File: src/rtl/pwm_pkg.sv
// Shared definitions for the PWM link: the capture FSM states and the default
// counter width used by both the generator and the capture block.
package pwm_pkg;

   localparam int PWM_W_DEFAULT = 16;

   typedef enum logic [1:0] {
      IDLE    = 2'd0,
      MEASURE = 2'd1,
      TIMEOUT = 2'd2
   } pwm_state_e;

endpackage

File: src/rtl/pwm_capture_if.sv
// Bundle of the PWM input and measurement results between the capture block
// (master) and whoever consumes the measurements (slave).
interface pwm_capture_if
   import pwm_pkg::*;
#(
   parameter int W = PWM_W_DEFAULT
);

   logic         pwm_in;
   logic [W-1:0] period;
   logic [W-1:0] high_time;
   logic         valid;
   logic         timeout;
   logic         level;

   modport master (
      input  pwm_in,
      output period,
      output high_time,
      output valid,
      output timeout,
      output level
   );

   modport slave (
      output pwm_in,
      input  period,
      input  high_time,
      input  valid,
      input  timeout,
      input  level
   );

endinterface

File: src/rtl/pwm_capture_sync_2ff.sv
// Two-flop synchronizer for a single asynchronous input, with asynchronous
// active-low reset so both stages come up at 0.
module sync_2ff (
   input  logic ck,
   input  logic rst_n,
   input  logic d_i,
   output logic q_o
);

   logic s1_q;
   logic s2_q;

   always_ff @(posedge ck or negedge rst_n) begin
      if (!rst_n) begin
         s1_q <= 1'b0;
         s2_q <= 1'b0;
      end else begin
         s1_q <= d_i;
         s2_q <= s1_q;
      end
   end

   assign q_o = s2_q;

endmodule

File: src/rtl/pwm_capture.sv
// Measures period and high time of an asynchronous PWM input in ck cycles,
// publishing one result per input period and flagging a stuck input.
module pwm_capture
   import pwm_pkg::*;
#(
   parameter int W = PWM_W_DEFAULT
) (
   input  logic           ck,
   input  logic           rst_n,
   pwm_capture_if.master  bus
);

   localparam logic [W-1:0] CNT_MAX = '1;
   localparam logic [W-1:0] CNT_ONE = W'(1);

   logic         s2;
   logic         s3_q;
   logic         rise;
   logic [W-1:0] cnt_q;
   logic [W-1:0] cnt_d;
   logic [W-1:0] hcnt_q;
   logic [W-1:0] hcnt_d;

   pwm_state_e   state_q;
   logic [W-1:0] period_q;
   logic [W-1:0] high_q;
   logic         valid_q;
   logic         timeout_q;

   sync_2ff u_sync (
      .ck    (ck),
      .rst_n (rst_n),
      .d_i   (bus.pwm_in),
      .q_o   (s2)
   );

   always_ff @(posedge ck or negedge rst_n) begin
      if (!rst_n) begin
         s3_q <= 1'b0;
      end else begin
         s3_q <= s2;
      end
   end

   assign rise = s2 & ~s3_q;

   // Both counters restart at 1 on a rising edge so the value seen at the next
   // edge equals the cycles elapsed; saturation keeps a stuck input detectable.
   always_comb begin
      cnt_d  = cnt_q;
      hcnt_d = hcnt_q;
      if (rise) begin
         cnt_d  = CNT_ONE;
         hcnt_d = CNT_ONE;
      end else begin
         if (cnt_q != CNT_MAX) begin
            cnt_d = cnt_q + CNT_ONE;
         end
         if (s2 && (hcnt_q != CNT_MAX)) begin
            hcnt_d = hcnt_q + CNT_ONE;
         end
      end
   end

   always_ff @(posedge ck or negedge rst_n) begin
      if (!rst_n) begin
         cnt_q  <= '0;
         hcnt_q <= '0;
      end else begin
         cnt_q  <= cnt_d;
         hcnt_q <= hcnt_d;
      end
   end

   always_ff @(posedge ck or negedge rst_n) begin
      if (!rst_n) begin
         state_q   <= IDLE;
         period_q  <= '0;
         high_q    <= '0;
         valid_q   <= 1'b0;
         timeout_q <= 1'b0;
      end else begin
         valid_q <= 1'b0;
         unique case (state_q)
            IDLE: begin
               if (rise) begin
                  state_q <= MEASURE;
               end
            end
            MEASURE: begin
               if (rise) begin
                  period_q <= cnt_q;
                  high_q   <= hcnt_q;
                  valid_q  <= 1'b1;
               end else if (cnt_q == CNT_MAX) begin
                  state_q   <= TIMEOUT;
                  period_q  <= '0;
                  high_q    <= '0;
                  timeout_q <= 1'b1;
               end
            end
            TIMEOUT: begin
               // The interval ending here began at an unknown time, so no result.
               if (rise) begin
                  state_q   <= MEASURE;
                  timeout_q <= 1'b0;
               end
            end
            default: begin
               state_q <= IDLE;
            end
         endcase
      end
   end

   assign bus.period    = period_q;
   assign bus.high_time = high_q;
   assign bus.valid     = valid_q;
   assign bus.timeout   = timeout_q;
   assign bus.level     = s2;

endmodule
File: src/flat_wrapper.sv
// flat-port wrapper written by rule: the top's interface ports become plain ports
module pwm_capture_flat import pwm_pkg::*;
#(
   parameter int W = PWM_W_DEFAULT
)
  (ck, rst_n, bus_pwm_in, bus_period, bus_high_time, bus_valid, bus_timeout, bus_level);
  pwm_capture_if #(.W(W)) bus_i ();
  input  logic ck;
  input  logic rst_n;
  input wire logic [$bits(bus_i.pwm_in)-1:0] bus_pwm_in;
  output wire logic [$bits(bus_i.period)-1:0] bus_period;
  output wire logic [$bits(bus_i.high_time)-1:0] bus_high_time;
  output wire logic [$bits(bus_i.valid)-1:0] bus_valid;
  output wire logic [$bits(bus_i.timeout)-1:0] bus_timeout;
  output wire logic [$bits(bus_i.level)-1:0] bus_level;
  assign bus_i.pwm_in = bus_pwm_in;
  assign bus_period = bus_i.period;
  assign bus_high_time = bus_i.high_time;
  assign bus_valid = bus_i.valid;
  assign bus_timeout = bus_i.timeout;
  assign bus_level = bus_i.level;
  pwm_capture #(.W(W)) u_core (.ck(ck), .rst_n(rst_n), .bus(bus_i));
endmodule
File: config.mk
export PLATFORM = sky130hd
export DESIGN_NAME = pwm_capture_flat
export DESIGN_NICKNAME = d
export VERILOG_FILES = /design/src/rtl/pwm_pkg.sv /design/src/rtl/pwm_capture_if.sv /design/src/rtl/pwm_capture_sync_2ff.sv /design/src/rtl/pwm_capture.sv /design/src/flat_wrapper.sv
export SDC_FILE = /design/constraint.sdc
export NUM_CORES = 1
export LEC_CHECK = 0
export ABC_AREA = 1
export CAP_MARGIN = 10
export CORE_AREA = 3 3 72 100
export CTS_CLUSTER_SIZE = 24
export DETAILED_ROUTE_END_ITERATION = 16
export DIE_AREA = 0 0 75 103
export PLACE_DENSITY = 0.87
export SKIP_LAST_GASP = 1
export SYNTH_ARGS = -nofsm -noshare
export SYNTH_HDL_FRONTEND = slang
export SYNTH_SLANG_ARGS = --single-unit
File: constraint.sdc
create_clock -name ck -period 3.62 [get_ports ck]
set_input_delay 0.724 -clock ck [delete_from_list [all_inputs] [get_ports ck]]
set_output_delay 0.724 -clock ck [all_outputs]
set_load 0.05 [all_outputs]
Word-level counts from Yosys, hierarchy flattened
Cells that the tools add are included.
{ "word_totals": {"regBits": 71, "latch_bits": 0, "ram_bits": 0, "mem_bits_ro": 0, "in_bits": 3, "out_inout_bits": 35, "wordCells": 50, "memories": 0} }
{ "op_classes": {"add_sub_neg": 2, "multipliers": 0, "n_div": 0, "n_lt_le_gt_ge": 0, "eq_ne": 9, "shifts": 0, "n_mux": 17, "n_bitwise": 2, "n_reduce_logical": 10} }
{ "op_table": {"columns": ["op", "n"], "rows": [
  ["$mux 16", 7],
  ["$add 16x1->16 const B", 2],
  ["$ne 16x16->1 const B", 2],
  ["$eq 16x16->1 const B", 1],
  ["$reduce_bool 2->1", 4],
  ["$mux 2", 3],
  ["$ne 2x1->1 const B", 3],
  ["$mux 1", 5],
  ["$pmux 2 s2", 1],
  ["$reduce_and 4->1", 1],
  ["$reduce_and 3->1", 1],
  ["$eq 2x1->1 const B", 1],
  ["$eq 2x2->1 const B", 1],
  ["$logic_not 2->1", 1],
  ["$ne 2x2->1 const B", 1],
  ["$pmux 1 s2", 1],
  ["$reduce_and 2->1", 1],
  ["$reduce_or 2->1", 1],
  ["$and 1x1->1", 1],
  ["$logic_and 1x1->1", 1],
  ["$not 1->1", 1]
]} }

Longest topological paths before layout
Gate-level depths: netlist of the first run.
{ "logic_depth": {"ltp_word": 4, "ltp_mapped": 10, "depth_no_buf": 9} }

By module
Synthesis of the first run repeated with hierarchy kept, for this count alone.
{ "unflattened": {"cells_unflattened": 443, "area_unflattened_um2": 3488.3} }
{ "by_module_without_submodules": {"columns": ["module", "instances", "cells_per_inst", "area_per_inst_um2", "seq_area_each_um2"], "rows": [
  ["pwm_capture", 1, 441, 3438.3, 1726.7],
  ["sync_2ff", 1, 2, 50.0, 50.0]
]} }

Worst setup path before layout of the first run
OpenSTA, ideal clock, no wires.
{ "synth_path": {"path_type": "register to register", "start": "register u_core.u_sync.s2_q (netlist: u_core.u_sync.q_o)", "end": "register u_core.cnt_q[10]", "setup_time_ns": 0.121, "arrival_time_ns": 1.513, "required_ns": 3.499, "setup_slack_ns": 1.986, "stages_incl_launch_ff": 8, "n_path_buf": 2, "path_cell_list": "dfrtp_1 > inv_2 > nor2_8 > inv_2 > buf_2 > buf_2 > nand3_1 > nand2_1"} }
{ "synth_via": {"elab_chain_len": 2} }
{ "synth_rtl": {"columns": ["item", "line", "source"], "rows": [
  ["from (decl)", "pwm_capture_sync_2ff.sv:11", "logic s2_q;"],
  ["from (signal assigned)", "pwm_capture_sync_2ff.sv:19", "s2_q <= s1_q;"],
  ["$and 1x1->1 *", "pwm_capture.sv:45", "assign rise = s2 & ~s3_q;"],
  ["$mux 16 or $reduce_bool 2->1 (tied branches)", null, null],
  ["to (signal assigned)", "pwm_capture.sv:70", "cnt_q <= cnt_d;"],
  ["to (decl)", "pwm_capture.sv:19", "logic [W-1:0] cnt_q;"]
]} }
Every way passes the cells marked *; elsewhere a longest branch is shown, timed or not.
A chain may end at the register's enable or synchronous reset.

Final worst setup path of the first run
{ "layout_path": {"start": "register u_core.u_sync.s2_q (netlist: u_core.u_sync.q_o)", "end": "output bus_level"} }
{ "layout_rtl": {"columns": ["item", "line", "source"], "rows": [
  ["to (decl)", "flat_wrapper.sv:15", "output wire logic [$bits(bus_i.level)-1:0] bus_level;"]
]} }
No word-level cell between the ends.

==> results.py, run 1 <==
metrics = {
    "run_status": {
        "status": "completed",
    },
    "cells_and_area": {
        "finalNonFillerCells": 557,
        "multiInputGateArea_mm2": 0.00152,
        "final_common_cell": "nand2_1",
        "final_core_util_pct": 64.3,
        "nFillCells": 519,
        "drive_gt1_share_pct": 7.84,
        "seq_area_mm2": 0.00178,
        "final_cell_area_mm2": 0.00408,
        "nets": 485,
        "n_antenna_cell": 0,
        "final_cell_mix": "209 x nand2_1, 71 x dfrtp_1, 36 x nor2_1, 36 x clkdlybuf4s50_1, 28 x nand3_1",
        "area_delta_synth_final_pct": 17.7,
    },
    "setup_path": {
        "cp.depth": 1,
        "crit_path_end_kind": "output pin",
        "cp.arrival_ns": 1.68,
        "crit_required_ns": 2.90,
        "crit_chain": "clkdlybuf4s50_1",
        "slowest_stage": "clkdlybuf4s50_1",
        "max_stage_delay_ns": 0.86,
        "path_class": "register to output pin",
        "r2r_setup_slack_ns": 1.48,
        "crit_start": "u_core.u_sync.q_o$_DFF_PN0_",
        "critPathMaxFanout": 7,
        "start_kind": "register",
        "critPathCapture": "bus_level",
        "cp_top_family": "buffers and inverters",
        "rr_worst_depth": 9,
        "critPathBufInv": 1,
        "r2r_start": "u_core.cnt_q[0]$_DFFE_PN0P_",
        "r2r-end": "u_core.bus.high_time[0]$_DFFE_PN0P_",
    },
    "place": {
        "post-place-cells": 541,
        "io_buffers": 37,
        "post-place-ws_ns": 1.48,
        "postPlaceCellArea_mm2": 0.00385,
        "dp_hpwl_um": 5280,
        "gp_congestion": 0.898,
    },
    "yosys": {
        "synth_top_cell_by_area": "dfrtp_1",
        "syn_nets": 446,
        "synth_top_area_share_pct": 51.3,
        "syn_avg_cell_area_um2": 7.85,
        "yosysWarnings": 0,
        "muxShareOfSynthArea_pct": 0,
        "netlist_instances": 441,
        "synth-simple-area-share_pct": 37.2,
        "yosys_register_bits": 71,
        "synth_cell_type_count": 28,
        "mappedNetlistArea_mm2": 0.00346,
        "synth-compound-area-share_pct": 4.12,
        "synthXorXnorAreaFrac_pct": 1.77,
        "synth_top_family_by_area": "simple AND/OR/NAND/NOR gates",
        "synthAdderAreaFrac_pct": 0.723,
        "synth_area_leaders": "dfrtp_1 51%, nand2_1 23%, nand3_1 4.0%, nor2_1 3.9%, inv_1 2.3%",
        "seq_area_frac_synth_pct": 51.3,
    },
    "timing": {
        "fmax_mhz": 416,
        "skew_ns": 0.00856,
        "period_share_pct": 66.4,
        "hold_viol": 0,
        "rsz0062_at_grt": "no",
        "finalSetupTns_ns": 0,
        "post-route-min-period_ns": 2.40,
        "worst_slack_ns": 1.22,
        "setup_viol": 0,
        "worstMarginPinSlew_ns": 0.874,
        "drv_slew": 0,
        "slew_headroom_pct": 41.7,
    },
    "clock_network": {
        "cts_made_buffers": 9,
        "clk_latency_ns": 0.35,
        "cts_buffer_depth": 2,
        "cts_max_level": 3,
        "clk_pin_slew_worst_paths_ns": 0.07,
        "cts.root.buffer_cell": "clkbuf_8",
        "cts.sinks": 71,
        "cts_resized": 0,
        "post_cts.repair.setup_buffers": 0,
        "cts_tree": "done",
        "ctsHoldBuffers": 0,
    },
    "hold_path": {
        "hp-class": "register to register",
        "min_path_cells": 0,
    },
    "detailed_routing": {
        "highest_layer": "met4",
        "vias": 2910,
        "dr_wl_met2_um": 4110,
        "drc": 0,
        "drtIter0Drc": 260,
        "via_per_inst": 5.22,
        "firstDrtPassIters": 4,
        "avgRoutedWirePerCell_um": 13.5,
        "wl_met3_um": 272,
        "m1WireLength_um": 2950,
        "antenna_left": 0,
        "routed_wl_um": 7490,
    },
    "floorplanning": {
        "die-height_um": 103,
        "rows": 34,
        "start_util_pct": 54.6,
        "io_pins": 38,
        "die_x_um": 75,
        "die-area_mm2": 0.00773,
        "coreArea_mm2": 0.00634,
    },
    "global_routing": {
        "gr-total-overflow": 0,
        "grt_max_degree": 72,
        "first_global_vias": 2867,
        "track_usage_pct": 21.7,
        "antenna_found_initial": 0,
        "grt_pass1_wl_um": 12800,
    },
    "power_and_ir_drop": {
        "irDropWorstVdd_mv": 0.283,
        "power.density_mw_per_mm2": 501,
        "p_leak_uw": 0.00204,
    },
    "flow_run": {
        "cap_violations": 0,
    },
}
-- layout make-up --
class	count	share of cell area, %
sequential	71	43.6
multi-input combinational	335	37.2
timing repair buffer	39	9.33
clock buffer	11	3.47
inverter	24	2.21
tap	72	2.21
clock inverter	5	2.00
-- cells in the mapped netlist --
library cell  instances
a21oi_1               1
buf_2                 7
buf_6                 4
dfrtp_1              71
ha_1                  2
inv_1                21
inv_2                 3
nand2_1             209
nand2_2               5
nand2_4               1
nand3_1              28
nand3_2               1
nand3b_1              3
nand4_1               7
nor2_1               36
nor2_2                1
nor2_4                5
nor2_8                1
nor3_1                2
nor3_2                1
o21ai_0              15
o21ai_1               2
o21ai_2               1
o21bai_1              5
o22ai_1               1
or2_2                 1
xnor2_1               2
xor2_1                5
-- power breakdown --
| part | switching [uW] | internal [uW] |
|---|---|---|
| logic | 271 | 123 |
| clock network | 295 | 407 |
| registers | 79.7 | 866 |
-- worst min path at each step --
stage	from	endpoint	slack (ns)
floorplan	u_core.u_sync.s1_q$_DFF_PN0_	u_core.u_sync.q_o$_DFF_PN0_	0.33
global placement	u_core.u_sync.s1_q$_DFF_PN0_	u_core.u_sync.q_o$_DFF_PN0_	0.36
detailed placement	u_core.u_sync.s1_q$_DFF_PN0_	u_core.u_sync.q_o$_DFF_PN0_	0.36
CTS	u_core.u_sync.s1_q$_DFF_PN0_	u_core.u_sync.q_o$_DFF_PN0_	0.37
global route	u_core.u_sync.s1_q$_DFF_PN0_	u_core.u_sync.q_o$_DFF_PN0_	0.36
finish	u_core.u_sync.s1_q$_DFF_PN0_	u_core.u_sync.q_o$_DFF_PN0_	0.37
-- state kept, by name (all words and copies together) (netlist names) --
name                  flops
u_core.s3_q               1
u_core.bus.period        16
u_core.bus.valid          1
u_core.bus.high_time     16
u_core.u_sync.s1_q        1
u_core.hcnt_q            16
u_core.bus.timeout        1
u_core.cnt_q             16
u_core.u_sync.q_o         1
u_core.state_q            2
-- layer usage --
layer  up-vias  GRT usage (%)
met5         -              0
met4         0           10.1
met3        14           5.85
met2        64           37.3
met1      1378           24.6
li1       1454              -
-- cells by family (layout without fill, tap and decap cells) --
group                    count (synthesis)  after routing
AO/OA/AOI/OAI                           25             25
XOR/XNOR                                 7              7
adder cells (fa/ha/maj)                  2              2
buffers and inverters                   35             79
flip-flops                              71             71
AND/OR/NAND/NOR                        301            301
-- through the flow --
| stage | hold WS [ns] | total power, uW |
|---|---|---|
| floorplan | 0.331 | 1220 |
| global placement | 0.357 | 1340 |
| detailed placement | 0.357 | 1360 |
| CTS | 0.368 | 2060 |
| global route | 0.363 | 2150 |
| finish | 0.367 | 2040 |
(Power assumes the default switching activity.)
==> inputs of run 2 (changes only) <==
Clock period 3.62 ns to 2.5 ns, I/O delays scaled along.
==> run 2 against run 1 <==
  * Count of clock-buffer cells in the layout grew 1
  * Worst setup slack lost 0.92 ns
  * Critical path depth is the same
  * Sequential cell count is the same
  * First-iteration DRC count shrank 20%
  * Cell count is the same
  * Largest power group unchanged
==> results.py, run 2 (same netlist as run 1, synthesis figures left out) <==
metrics = {
    "setup_path": {
        "crit_required_ns": 2.00,
        "cp_top_family": "buffers and inverters",
        "slowest_stage": "clkdlybuf4s50_1",
        "path_class": "register to output pin",
        "cp.arrival_ns": 1.70,
        "crit_chain": "clkdlybuf4s50_1",
        "max_stage_delay_ns": 0.87,
        "critPathBufInv": 1,
        "start_kind": "register",
        "critPathMaxFanout": 7,
        "crit_path_end_kind": "output pin",
    },
    "floorplanning": {
        "coreArea_mm2": 0.00634,
        "die_x_um": 75,
        "die-height_um": 103,
        "start_util_pct": 54.6,
        "rows": 34,
        "io_pins": 38,
        "die-area_mm2": 0.00773,
    },
    "detailed_routing": {
        "drc": 0,
        "vias": 3017,
        "via_per_inst": 5.42,
        "drtIter0Drc": 209,
        "avgRoutedWirePerCell_um": 13.8,
        "routed_wl_um": 7710,
        "antenna_left": 0,
        "firstDrtPassIters": 5,
    },
    "clock_network": {
        "clk_pin_slew_worst_paths_ns": 0.07,
        "cts.root.buffer_cell": "clkbuf_8",
        "post_cts.repair.setup_buffers": 0,
        "cts_max_level": 3,
        "ctsHoldBuffers": 0,
        "cts_resized": 0,
        "cts_buffer_depth": 2,
        "cts_made_buffers": 9,
        "cts_tree": "done",
        "clk_latency_ns": 0.34,
        "cts.sinks": 71,
    },
    "global_routing": {
        "first_global_vias": 2937,
        "grt_pass1_wl_um": 13400,
        "gr-total-overflow": 0,
        "grt_max_degree": 72,
        "antenna_found_initial": 0,
        "track_usage_pct": 22.6,
    },
    "flow_run": {
        "cap_violations": 0,
    },
    "timing": {
        "worstMarginPinSlew_ns": 0.842,
        "hold_slack_ns": 0.177,
        "skew_ns": 0.00628,
        "post-route-min-period_ns": 2.20,
        "slew_headroom_pct": 43.9,
        "setup_viol": 0,
        "period_share_pct": 87.9,
        "hold_viol": 0,
        "rsz0062_at_grt": "no",
        "finalSetupTns_ns": 0,
        "drv_slew": 0,
        "fmax_mhz": 455,
    },
    "run_status": {
        "status": "completed",
    },
    "place": {
        "dp_hpwl_um": 5490,
        "io_buffers": 37,
        "gp_congestion": 0.911,
    },
    "cells_and_area": {
        "area_delta_synth_final_pct": 18.0,
        "nFillCells": 532,
        "final_cell_mix": "209 x nand2_1, 71 x dfrtp_1, 36 x nor2_1, 36 x clkdlybuf4s50_1, 28 x nand3_1",
        "final_core_util_pct": 64.5,
        "n_antenna_cell": 0,
        "nets": 488,
        "final_common_cell": "nand2_1",
        "drive_gt1_share_pct": 7.84,
    },
    "power_and_ir_drop": {
        "p_leak_uw": 0.00204,
        "power.density_mw_per_mm2": 696,
        "irDropWorstVdd_mv": 0.353,
        "p_total_uw": 2850,
    },
    "hold_path": {
        "hp-class": "input port to asynchronous set/reset pin",
    },
}
-- run 2: cell types whose count changed in the layout (fill, tap and decap cells not counted) --
| cell | previous run | this run |
|---|---|---|
| clkinv_4 | 1 | 0 |
| buf_4 | 2 | 3 |
| bufinv_16 | 2 | 1 |
| buf_12 | 0 | 2 |
| clkbuf_8 | 10 | 11 |
| clkinv_2 | 1 | 0 |
| clkinvlp_4 | 1 | 0 |
-- run 2: layout make-up --
type                       count  area (um^2)  area share (%)
clock buffer                  12          155            3.80
multi-input combinational    335         1520            37.1
inverter                      24         90.1            2.20
sequential                    71         1780            43.5
tap                           72         90.1            2.20
clock inverter                 1         30.0           0.735
timing repair buffer          42          428            10.5
-- run 2: final timing paths --
| kind | start | to | slack (ns) | depth (start not counted) |
|---|---|---|---|---|
| max | u_core.u_sync.q_o$_DFF_PN0_ | bus_level | 0.30 | 1 |
| min | rst_n | u_core.bus.period[2]$_DFFE_PN0P_ | 0.18 | 2 |
| max reg2reg | u_core.cnt_q[1]$_DFFE_PN0P_ | u_core.bus.period[5]$_DFFE_PN0P_ | 0.32 | 9 |
| min reg2reg | u_core.u_sync.s1_q$_DFF_PN0_ | u_core.u_sync.q_o$_DFF_PN0_ | 0.37 | 0 |
| max in group asynchronous | rst_n | u_core.hcnt_q[0]$_DFFE_PN0P_ | 2.04 | 2 |
| min in group ck | u_core.u_sync.s1_q$_DFF_PN0_ | u_core.u_sync.q_o$_DFF_PN0_ | 0.37 | 0 |
-- run 2: metrics by stage --
step | area, um^2 | cells | setup slack (ns)
final | 4090 | 557 | 0.302
after global routing | 4090 | 557 | 0.114
after CTS | 4090 | 557 | 0.274
after detailed placement | 3900 | 544 | 0.300
after global placement | 3900 | 544 | 0.423
after floorplan | 3460 | 441 | 0.866
-- run 2: per-layer routing --
layer  vias up  GRT usage, %  part of all wire, %
li1       1465             -                    -
met5         -             0                    0
met3        33          5.85                  4.7
met2        94          39.9                   54
met4         0          9.59                  3.8
met1      1425          25.1                   37
-- run 2: power breakdown --
group	switching, uW	internal, uW	total [uW]
clock network	382	499	882
registers	108	1250	1360
logic	405	196	601
==> RTL edit: new RTL, settings of run 1 <==
Change the package constant `PWM_W_DEFAULT` from 16 to 32.
--- a/src/rtl/pwm_pkg.sv
+++ b/src/rtl/pwm_pkg.sv
@@ -4,3 +4,3 @@
 
-   localparam int PWM_W_DEFAULT = 16;
+   localparam int PWM_W_DEFAULT = 32;
 
Ports: changed (resized bus_high_time and bus_period); port bits go from 38 to 70. The function was not compared with the original's and may differ.
==> RTL edit against run 1 <==
The flow now stops in global placement without I/O (3_1_place_gp_skip_io); synthesized area grew 95%.
==> RTL edit: results (changes against run 1) <==
\begin{tabular}{lr}
\hline
Metric & Value \\
\hline
\multicolumn{2}{l}{\textbf{Synthesis}} \\
\quad Post-synth top flop & sky130\_fd\_sc\_hd\_\_dfrtp\_1 \\
\quad Most frequent cells after synthesis & 449 x sky130\_fd\_sc\_hd\_\_nand2\_1, 135 x sky130\_fd\_sc\_hd\_\_dfrtp\_1, 97 x sky130\_fd\_sc\_hd\_\_nor2\_1 \\
\quad Average cell area after synthesis & 7.52 um2 (-4.3\%) \\
\quad Ys Warns & 0 (unchanged) \\
\quad Sequential share of the synthesized area & 0.501 (-0.0124) \\
\quad Synthesized flop and latch total & 135 (+90\%) \\
\quad Netlist cell types & 30 (+7.1\%) \\
\quad Share of flip-flops with an asynchronous set or reset & 1.00 (unchanged) \\
\quad Synthesized netlist net count & 903 (+100\%) \\
\quad Main area contributors after synthesis & sky130\_fd\_sc\_hd\_\_dfrtp\_1 50\%, sky130\_fd\_sc\_hd\_\_nand2\_1 25\%, sky130\_fd\_sc\_hd\_\_nor2\_1 5.4\% \\
\multicolumn{2}{l}{\textbf{Outcome}} \\
\quad Failing step & global placement without I/O (3\_1\_place\_gp\_skip\_io) \\
\quad First reported error & [ERROR GPL-0301] Utilization 120.737 \% exceeds 100\%. \\
\quad Result of the run & stopped before the end \\
\hline
\end{tabular}
==> RTL edit: cell count changes after synthesis, moves of 15 or more <==
cell / before / now
sky130_fd_sc_hd__dfrtp_1: 71 / 135
sky130_fd_sc_hd__inv_1: 21 / 36
sky130_fd_sc_hd__o21ai_1: 2 / 19
sky130_fd_sc_hd__nor2_1: 36 / 97
sky130_fd_sc_hd__nand3_1: 28 / 47
sky130_fd_sc_hd__nand2_1: 209 / 449
==> RTL edit: cells by family after synthesis <==
kind of cell,synth area share
flip-flops,0.501
AND/OR/NAND/NOR,0.385
XOR/XNOR,0.0208
adder cells (fa/ha/maj),0.00371
AO/OA/AOI/OAI,0.0402
buffers and inverters,0.0493
